**src/rtl/pipe_hazard_ctrl_pkg.sv**
```systemverilog
// Shared definitions for the pipeline hazard controller: register index width,
// FSM state codes and small helpers used by the controller and its interface.
package pipe_ctrl_pkg;

   localparam int REG_IDX_W = 5;

   localparam logic [1:0] ST_RUN = 2'd0;
   localparam logic [1:0] ST_MUL = 2'd1;
   localparam logic [1:0] ST_MEM = 2'd2;

   function automatic int mul_cnt_width(input int lat);
      return $clog2(lat);
   endfunction

   // x0 is hardwired to zero, so a load targeting it never creates a dependency
   function automatic logic is_load_use(input logic                 memread,
                                        input logic [REG_IDX_W-1:0] rd,
                                        input logic [REG_IDX_W-1:0] rs1,
                                        input logic [REG_IDX_W-1:0] rs2);
      return memread && (rd != '0) && ((rd == rs1) || (rd == rs2));
   endfunction

endpackage

```
**src/rtl/pipe_hazard_ctrl_if.sv**
```systemverilog
// Bundle between the pipeline datapath (master) and the hazard controller (slave):
// hazard sources flow in, stall/flush controls and performance counters flow out.
interface pipe_hazard_ctrl_if
   import pipe_ctrl_pkg::*;
#(
   parameter int CNT_W = 32
);

   logic [REG_IDX_W-1:0] id_rs1_i;
   logic [REG_IDX_W-1:0] id_rs2_i;
   logic [REG_IDX_W-1:0] ex_rd_i;
   logic                 ex_memread_i;
   logic                 ex_mul_start_i;
   logic                 id_branch_taken_i;
   logic                 mem_req_i;
   logic                 mem_ack_i;

   logic                 pc_write_o;
   logic                 ifid_stall_o;
   logic                 ifid_flush_o;
   logic                 idex_nop_o;
   logic                 pipe_stall_o;
   logic [CNT_W-1:0]     stall_cnt_o;
   logic [CNT_W-1:0]     flush_cnt_o;

   modport master (
      output id_rs1_i, id_rs2_i, ex_rd_i, ex_memread_i, ex_mul_start_i,
             id_branch_taken_i, mem_req_i, mem_ack_i,
      input  pc_write_o, ifid_stall_o, ifid_flush_o, idex_nop_o, pipe_stall_o,
             stall_cnt_o, flush_cnt_o
   );

   modport slave (
      input  id_rs1_i, id_rs2_i, ex_rd_i, ex_memread_i, ex_mul_start_i,
             id_branch_taken_i, mem_req_i, mem_ack_i,
      output pc_write_o, ifid_stall_o, ifid_flush_o, idex_nop_o, pipe_stall_o,
             stall_cnt_o, flush_cnt_o
   );

endinterface

```
**src/rtl/pipe_hazard_ctrl_sat_counter.sv**
```systemverilog
// Enable-driven up counter that sticks at all-ones instead of wrapping,
// so long-running performance statistics never roll back to small values.
module sat_counter #(
   parameter int CNT_W = 32
) (
   input  logic             clk_i,
   input  logic             rst_i,
   input  logic             inc_en,
   output logic [CNT_W-1:0] count
);

   always_ff @(posedge clk_i or posedge rst_i) begin
      if (rst_i) begin
         count <= '0;
      end else if (inc_en && (count != '1)) begin
         count <= count + 1'b1;
      end
   end

endmodule

```
**src/rtl/pipe_hazard_ctrl.sv**
```systemverilog
// Central stall/flush sequencer for the 5-stage pipeline: load-use and taken-branch
// handling in ID, plus a small FSM freezing the pipe for multi-cycle MUL and data-port waits.
module pipe_hazard_ctrl
   import pipe_ctrl_pkg::*;
#(
   parameter int MUL_LAT = 2,
   parameter int CNT_W   = 32
) (
   input  logic               clk_i,
   input  logic               rst_i,
   pipe_hazard_ctrl_if.slave  bus
);

   localparam int              MC_W     = mul_cnt_width(MUL_LAT);
   localparam logic [MC_W-1:0] MUL_LOAD = MC_W'(MUL_LAT - 2);

   logic [1:0]      state;
   logic [1:0]      state_nxt;
   logic [MC_W-1:0] mul_cnt;
   logic [MC_W-1:0] mul_cnt_nxt;
   logic            freeze;
   logic            load_use;
   logic            pc_write;
   logic            ifid_stall;
   logic            ifid_flush;
   logic            idex_nop;
   logic            stall_inc;
   logic            flush_inc;

   assign load_use = is_load_use(bus.ex_memread_i, bus.ex_rd_i, bus.id_rs1_i, bus.id_rs2_i);

   // A data-port wait outranks a MUL starting in the same cycle; a MUL arriving
   // with the ack is picked up directly so the pipe never unfreezes in between
   always_comb begin
      state_nxt   = state;
      mul_cnt_nxt = mul_cnt;
      freeze      = 1'b0;
      case (state)
         ST_RUN: begin
            if (bus.mem_req_i && !bus.mem_ack_i) begin
               freeze    = 1'b1;
               state_nxt = ST_MEM;
            end else if (bus.ex_mul_start_i) begin
               freeze      = 1'b1;
               mul_cnt_nxt = MUL_LOAD;
               state_nxt   = ST_MUL;
            end
         end
         ST_MUL: begin
            if (mul_cnt != '0) begin
               freeze      = 1'b1;
               mul_cnt_nxt = mul_cnt - 1'b1;
            end else begin
               state_nxt = ST_RUN;
            end
         end
         ST_MEM: begin
            if (!bus.mem_ack_i) begin
               freeze = 1'b1;
            end else if (bus.ex_mul_start_i) begin
               freeze      = 1'b1;
               mul_cnt_nxt = MUL_LOAD;
               state_nxt   = ST_MUL;
            end else begin
               state_nxt = ST_RUN;
            end
         end
         default: begin
            state_nxt = ST_RUN;
         end
      endcase
   end

   always_ff @(posedge clk_i or posedge rst_i) begin
      if (rst_i) begin
         state   <= ST_RUN;
         mul_cnt <= '0;
      end else begin
         state   <= state_nxt;
         mul_cnt <= mul_cnt_nxt;
      end
   end

   // A freeze defers any taken branch; ID simply re-evaluates it after release
   always_comb begin
      pc_write   = 1'b1;
      ifid_stall = 1'b0;
      ifid_flush = 1'b0;
      idex_nop   = 1'b0;
      if (rst_i) begin
         pc_write   = 1'b0;
         ifid_flush = 1'b1;
      end else if (freeze) begin
         pc_write   = 1'b0;
         ifid_stall = 1'b1;
      end else if (load_use) begin
         pc_write   = 1'b0;
         ifid_stall = 1'b1;
         idex_nop   = 1'b1;
      end else if (bus.id_branch_taken_i) begin
         ifid_flush = 1'b1;
      end
   end

   assign bus.pc_write_o   = pc_write;
   assign bus.ifid_stall_o = ifid_stall;
   assign bus.ifid_flush_o = ifid_flush;
   assign bus.idex_nop_o   = idex_nop;
   assign bus.pipe_stall_o = freeze && !rst_i;

   assign stall_inc = !rst_i && (freeze || load_use);
   assign flush_inc = !rst_i && ifid_flush;

   sat_counter #(.CNT_W(CNT_W)) u_stall_cnt (
      .clk_i  (clk_i),
      .rst_i  (rst_i),
      .inc_en (stall_inc),
      .count  (bus.stall_cnt_o)
   );

   sat_counter #(.CNT_W(CNT_W)) u_flush_cnt (
      .clk_i  (clk_i),
      .rst_i  (rst_i),
      .inc_en (flush_inc),
      .count  (bus.flush_cnt_o)
   );

endmodule

```
**src/flat_wrapper.sv**
```systemverilog
// flat-port wrapper written by rule: the top's interface ports become plain ports
module pipe_hazard_ctrl_flat import pipe_ctrl_pkg::*;
#(
   parameter int MUL_LAT = 2,
   parameter int CNT_W   = 32
)
  (clk_i, rst_i, bus_id_rs1_i, bus_id_rs2_i, bus_ex_rd_i, bus_ex_memread_i, bus_ex_mul_start_i, bus_id_branch_taken_i, bus_mem_req_i, bus_mem_ack_i, bus_pc_write_o, bus_ifid_stall_o, bus_ifid_flush_o, bus_idex_nop_o, bus_pipe_stall_o, bus_stall_cnt_o, bus_flush_cnt_o);
  pipe_hazard_ctrl_if #(.CNT_W(CNT_W)) bus_i ();
  input  logic clk_i;
  input  logic rst_i;
  input wire logic [$bits(bus_i.id_rs1_i)-1:0] bus_id_rs1_i;
  input wire logic [$bits(bus_i.id_rs2_i)-1:0] bus_id_rs2_i;
  input wire logic [$bits(bus_i.ex_rd_i)-1:0] bus_ex_rd_i;
  input wire logic [$bits(bus_i.ex_memread_i)-1:0] bus_ex_memread_i;
  input wire logic [$bits(bus_i.ex_mul_start_i)-1:0] bus_ex_mul_start_i;
  input wire logic [$bits(bus_i.id_branch_taken_i)-1:0] bus_id_branch_taken_i;
  input wire logic [$bits(bus_i.mem_req_i)-1:0] bus_mem_req_i;
  input wire logic [$bits(bus_i.mem_ack_i)-1:0] bus_mem_ack_i;
  output wire logic [$bits(bus_i.pc_write_o)-1:0] bus_pc_write_o;
  output wire logic [$bits(bus_i.ifid_stall_o)-1:0] bus_ifid_stall_o;
  output wire logic [$bits(bus_i.ifid_flush_o)-1:0] bus_ifid_flush_o;
  output wire logic [$bits(bus_i.idex_nop_o)-1:0] bus_idex_nop_o;
  output wire logic [$bits(bus_i.pipe_stall_o)-1:0] bus_pipe_stall_o;
  output wire logic [$bits(bus_i.stall_cnt_o)-1:0] bus_stall_cnt_o;
  output wire logic [$bits(bus_i.flush_cnt_o)-1:0] bus_flush_cnt_o;
  assign bus_i.id_rs1_i = bus_id_rs1_i;
  assign bus_i.id_rs2_i = bus_id_rs2_i;
  assign bus_i.ex_rd_i = bus_ex_rd_i;
  assign bus_i.ex_memread_i = bus_ex_memread_i;
  assign bus_i.ex_mul_start_i = bus_ex_mul_start_i;
  assign bus_i.id_branch_taken_i = bus_id_branch_taken_i;
  assign bus_i.mem_req_i = bus_mem_req_i;
  assign bus_i.mem_ack_i = bus_mem_ack_i;
  assign bus_pc_write_o = bus_i.pc_write_o;
  assign bus_ifid_stall_o = bus_i.ifid_stall_o;
  assign bus_ifid_flush_o = bus_i.ifid_flush_o;
  assign bus_idex_nop_o = bus_i.idex_nop_o;
  assign bus_pipe_stall_o = bus_i.pipe_stall_o;
  assign bus_stall_cnt_o = bus_i.stall_cnt_o;
  assign bus_flush_cnt_o = bus_i.flush_cnt_o;
  pipe_hazard_ctrl #(.MUL_LAT(MUL_LAT), .CNT_W(CNT_W)) u_core (.clk_i(clk_i), .rst_i(rst_i), .bus(bus_i));
endmodule
```
**config.mk**
```make
export PLATFORM = sky130hd
export DESIGN_NAME = pipe_hazard_ctrl_flat
export DESIGN_NICKNAME = d
export VERILOG_FILES = /design/src/rtl/pipe_hazard_ctrl_pkg.sv /design/src/rtl/pipe_hazard_ctrl_if.sv /design/src/rtl/pipe_hazard_ctrl_sat_counter.sv /design/src/rtl/pipe_hazard_ctrl.sv /design/src/flat_wrapper.sv
export SDC_FILE = /design/constraint.sdc
export NUM_CORES = 1
export LEC_CHECK = 0
export ABC_AREA = 1
export CELL_PAD_IN_SITES_DETAIL_PLACEMENT = 1
export CELL_PAD_IN_SITES_GLOBAL_PLACEMENT = 1
export CORE_UTILIZATION = 36
export CTS_CLUSTER_SIZE = 14
export DETAILED_ROUTE_END_ITERATION = 7
export HOLD_SLACK_MARGIN = 0.05
export PLACE_DENSITY_LB_ADDON = 0.1
export SKIP_CTS_REPAIR_TIMING = 1
export SYNTH_ARGS = -nofsm -noshare
export SYNTH_HDL_FRONTEND = slang
export SYNTH_HIERARCHICAL = 1
export SYNTH_SLANG_ARGS = --single-unit
```
**constraint.sdc**
```tcl
create_clock -name clk_i -period 4.5 [get_ports clk_i]
set_input_delay 0.675 -clock clk_i [delete_from_list [all_inputs] [get_ports clk_i]]
set_output_delay 0.675 -clock clk_i [all_outputs]
set_load 0.01 [all_outputs]
```
* Word-level counts from Yosys, hierarchy flattened
Cells that the tools add are included.
** Word-level totals
- Flip-flop bits (word level) :: 67
- Input port bits :: 22
** Cells by class
- $add $sub $neg :: 3
- Eq/ne operators :: 10
- Mux-type cells :: 28
- Reductions and logical operators :: 17
** Operators by type and width (number)
- $add A32 B1 Y32 const B :: 2
- $ne A32 B32 Y1 const B :: 2
- $mux W1 :: 21
- $eq A5 B5 Y1 :: 2
- $logic_and A1 B1 Y1 :: 8
- $mux W2 :: 4
- $ne A2 B2 Y1 const B :: 3
- $pmux W1 S3 :: 2
- $pmux W2 S3 :: 1
- $reduce_and A3 Y1 :: 2
- $reduce_bool A5 Y1 :: 1
- $ne A3 B2 Y1 const B :: 1
- $reduce_bool A3 Y1 :: 1
- $eq A2 B1 Y1 const B :: 1
- $eq A2 B2 Y1 const B :: 1
- $logic_not A1 Y1 :: 2
- $logic_not A2 Y1 :: 1
- $logic_or A1 B1 Y1 :: 2
- $sub A1 B1 Y1 const B :: 1

* Logic depth before layout (Yosys ltp)
- Word-level depth :: 8
- Mapped depth :: 15
- Gate-level depth less buffers :: 14

* Hierarchy
Netlist, hierarchy kept.
** By module, submodules not included
- sat_counter :: instances 2, cells each 361, area each 2257.2 µm², sequential area each 800.8 µm²
- pipe_hazard_ctrl :: instances 1, cells each 77, area each 374.1 µm², sequential area each 50.0 µm²

* Least setup slack after synthesis
OpenSTA, ideal clock, no wires.
- Kind :: input -> register
- From :: input bus_id_rs1_i[4]
- To :: register u_core.u_stall_cnt.count[10]
- Library setup time :: 65 ps
- Data arrival time :: 2168 ps
- Path slack :: 2267 ps
- Stages on the path :: 14
- Buffers on the path :: 2
- Cell sequence :: inv_1 > nand2_1 > nand2_1 > nor2_1 > nand3_1 > nand2_1 > nand2_2 > a21oi_1 > inv_1 > a21oi_1 > buf_6 > buf_6 > nand2_1 > nand2_1
** On the way
- Cells in the longest elaborated chain, start to end :: 6
** Ends and longest elaborated chain
- from (decl) :: line flat_wrapper.sv:11 : input wire logic [$bits(bus_i.id_rs1_i)-1:0] bus_id_rs1_i;
- $eq A5 B5 Y1 :: line pipe_hazard_ctrl_pkg.sv:20 : return memread && (rd != '0) && ((rd == rs1) || (rd == rs2));
- $logic_or A1 B1 Y1 :: line pipe_hazard_ctrl_pkg.sv:20
- $logic_and A1 B1 Y1 :: line pipe_hazard_ctrl_pkg.sv:20
- $logic_or A1 B1 Y1 :: line pipe_hazard_ctrl.sv:111 : assign stall_inc = !rst_i && (freeze || load_use);
- $logic_and A1 B1 Y1 :: line pipe_hazard_ctrl.sv:111
- $logic_and A1 B1 Y1 :: line pipe_hazard_ctrl_sat_counter.sv:15 : end else if (inc_en && (count != '1)) begin
- to (signal assigned) :: line pipe_hazard_ctrl_sat_counter.sv:16 : count <= count + 1'b1;
- to (decl) :: line pipe_hazard_ctrl_sat_counter.sv:9 : output logic [CNT_W-1:0] count
Every way passes these cells.
A chain may end at the register's enable or synchronous reset.

* Final worst setup path
- From :: input bus_ex_rd_i[1]
- To :: output bus_ifid_stall_o
** On the way
- Cells in the longest elaborated chain, start to end :: 6
- Elaborated cells on any way between the ends :: 9
- Those cells by class :: 2 x eq/ne; 3 x mux; 4 x reduce/logical
** Ends and longest elaborated chain
- from (decl) :: line flat_wrapper.sv:13 : input wire logic [$bits(bus_i.ex_rd_i)-1:0] bus_ex_rd_i;
- $eq A5 B5 Y1 or $reduce_bool A5 Y1 (tied branches) :: line pipe_hazard_ctrl_pkg.sv:20
- $logic_or A1 B1 Y1 or $logic_and A1 B1 Y1 (tied branches) :: line pipe_hazard_ctrl_pkg.sv:20
- $logic_and A1 B1 Y1 (*) :: line pipe_hazard_ctrl_pkg.sv:20
- $mux W1 (*) :: line pipe_hazard_ctrl.sv:96 : end else if (load_use) begin
- $mux W1 (*) :: line pipe_hazard_ctrl.sv:93 : end else if (freeze) begin
- $mux W1 (*) :: line pipe_hazard_ctrl.sv:90 : if (rst_i) begin
- to (decl) :: line flat_wrapper.sv:20 : output wire logic [$bits(bus_i.ifid_stall_o)-1:0] bus_ifid_stall_o;
Every way passes the cells marked *; elsewhere a longest branch is shown, timed or not.

==> key figures <==
Global routing
  • Antenna violations before repair: 0
  • Largest net degree at the start of global routing: 33
  • GR Overflow Total: 0
  • Total GRT Usage: 23.3%
  • Vias in the first global route: 5428
  • First-pass GRT wire length: 26.2 mm

Clock network
  • Clk slew on worst S/H paths: 0.05 ns
  • CTS tree: yes
  • H-tree Lvls: 3
  • Clock root cell: clkbuf_16
  • Max clock buf depth: 2
  • Clock Latency Late Sink: 0.34 ns
  • CTS sink cnt: 66
  • TritonCTS Buffers: 9

Worst setup path
  • CP endpoint kind: primary output
  • CP Cell Sequence: clkdlybuf4s50_1 > inv_2 > nand2_1 > nand2_1 > nor2_1 > nand3_1 > nand2_1 > nand2_2 > a21oi_1 > clkdlybuf4s50_1
  • Worst path max stage delay: 0.65 ns
  • FF-to-FF setup slack: 1.98 ns
  • Startpoint Class: input pin
  • Most used cell, CP: nand2_1
  • R2R cell count: 10
  • R2r endpoint: u_core/u_stall_cnt/count[12]
  • Worst r2r src: u_core/state[0]
  • Critical path class: input pin to primary output
  • Crit path required time: 3.83 ns
  • Worst Path Max Fanout: 4
  • Worst EP arrival: 2.84 ns
  • Critical path's slowest cell: clkdlybuf4s50_1

Detailed routing
  • Starting DRT DRC Count: 178
  • Final ANT Viol Nets: 0
  • # DRC: 0
  • WL/cell: 14.5 µm
  • Vias per cell: 4.83
  • DR pass1 iterations: 4
  • Via Count: 5174
  • Final WL: 15.5 mm

Timing
  • Rel. slew slack: 37.6%
  • Fin. Hold Viols: 0
  • RSZ-0062 raised after global routing: no
  • Period utilization: 78.2%
  • Slew at the pin closest to its max-slew limit: 0.935 ns
  • Max Clock Skew: 0.00807 ns
  • Final Critical Period: 3.52 ns
  • Endpoints failing setup: 0
  • Max Clk Rate: 284 MHz
  • Fin. max-slew vios: 0
  • Setup TNS: 0 ns

Cells and area
  • Area Growth Syn to Fin: 26.6%
  • Layout cells sized above 1: 6.03%
  • Most common cell after layout, fill and taps aside: nand2_1
  • Most frequent cells in the layout: nand2_1, nor2_1, clkdlybuf4s50_1
  • Antenna diodes: 0
  • Fillcell total: 1837
  • Final Instance Area: 6190 µm²
  • Nets@finish: 916

Synth
  • Synth area leader: dfrtp_1
  • Library cells used by synthesis: 28
  • Main combinational cell family by area after synthesis: simple AND/OR/NAND/NOR gates
  • XOR/XNOR share of the synthesized area: 4.66%
  • Number of synthesized register bits: 66
  • Post-Synthesis Cells: 799
  • Sequential area share after synthesis: 33.8%
  • Post-Syn Area: 4890 µm²
  • Mux share of post-synthesis cell area: 0%
  • Dominant cells by area after synthesis: dfrtp_1, nand2_1, nor2_1
  • Mean Syn Cell Area: 6.12 µm²
  • Synth warn: 6
  • Net count after synthesis: 823
  • Post-synthesis compound-gate area fraction: 1.82%
  • Adder-Cell Fraction of Synth Area: 0.512%
  • Post-synthesis simple-gate area fraction: 50.3%
  • Post-synth top area share: 33.8%

Placement
  • GPL Wtd Cong: 0.857
  • Area after DPL: 5920 µm²
  • Post-detail-place hpwl: 12.2 mm
  • Port bufs: 90

Min path
  • Hold Path Sink: u_core/state[1]
  • WHS Path Cells: 1
  • Worst hold start: u_core/state[0]
  • Hold crit path type: flip-flop to flip-flop

Power
  • VDD IR max: 184 µV
  • Leak pwr: 2.94 nW
  • Pwr Density: 270 nW/µm²

Flow run
  • Max-cap viol count: 0

Floorplan
  • Rows: 42
  • Initial Util: 36.9%
  • Die X: 119 µm
  • Die Span Y: 119 µm
  • Core outline area: 13200 µm²
  • I/O pins: 91
  • Die ar.: 14000 µm²

Status
  • Outcome: completed
[registers in the layout, summed over array words and instances (netlist names)]
signal,count
u_core/state,2
u_core/u_flush_cnt/count,32
u_core/u_stall_cnt/count,32
[per-stage QoR]
step / hold slack (ns) / instances / total power, W / util, % / worst slack [ns]
5_1_grt: 0.524 / 1072 / 0.00175 / 46.7 / 0.851
6_report: 0.479 / 1072 / 0.00167 / 46.7 / 0.980
4_1_cts: 0.491 / 1072 / 0.00170 / 46.7 / 0.942
2_1_floorplan: 0.428 / 799 / 0.000879 / - / 2.27
3_3_place_gp: 0.452 / 1057 / 0.00101 / 44.7 / 1.04
3_5_place_dp: 0.483 / 1057 / 0.00103 / 44.7 / 0.958
[worst max-delay path, delay by kind of cell]
family | cells | cell delay [ns]
buffers and inverters | 3 | 1.22
AND/OR/NAND/NOR | 6 | 0.49
AO/OA/AOI/OAI | 1 | 0.46
[power by group]
| group | switching, W | internal (W) | total [W] |
|---|---|---|---|
| Combinational | 0.000183 | 0.000138 | 0.000322 |
| Clock | 0.000262 | 0.000397 | 0.000659 |
| Sequential | 0.0000598 | 0.000630 | 0.000690 |
[worst max-delay path by stage]
stage	start	to
6_report	bus_ex_rd_i[1]	bus_ifid_stall_o
5_1_grt	bus_ex_rd_i[4]	bus_ifid_stall_o
4_1_cts	bus_ex_rd_i[1]	bus_ifid_stall_o
3_5_place_dp	bus_ex_rd_i[1]	bus_ifid_stall_o
3_3_place_gp	bus_ex_rd_i[0]	bus_ifid_stall_o
2_1_floorplan	bus_id_rs1_i[4]	u_core/u_stall_cnt/count[10]
[Yosys cell counts (all sizes together)]
cell type and count:
xor2 12, xnor2 14, o21ai 9, nand4 3
dfrtp 66, a21oi 5, nand3b 6, inv 80
nor3 4, clkinv 2, nand2 426, nor2 121
buf 12, a211oi 2, ha 2, nand3 35
[layer usage]
| metal | global-route usage [%] | wire length, µm | part of all wire [%] |
|---|---|---|---|
| met5 | 0 | 0 | 0 |
| met1 | 29.3 | 7200 | 46 |
| met3 | 2.94 | 389 | 2.5 |
| met4 | 6.72 | 191 | 1.2 |
| met2 | 41.4 | 7760 | 50 |
[cell families after synthesis]
group,after synthesis
flip-flops,66
XOR/XNOR,26
AND/OR/NAND/NOR,595
buffers and inverters,94
AO/OA/AOI/OAI,16
adder cells (fa/ha/maj),2
[final cells by class]
type                       instances  area (µm²)  area share [%]
clock buffer                      12         256            4.14
multi-input combinational        639        2810            45.3
timing repair buffer              94         931            15.0
sequential                        66        1650            26.7
tap                              176         220            3.56
inverter                          82         308            4.97
clock inverter                     3        15.0           0.243
No activity file was read; power rests on OpenSTA's default activity.
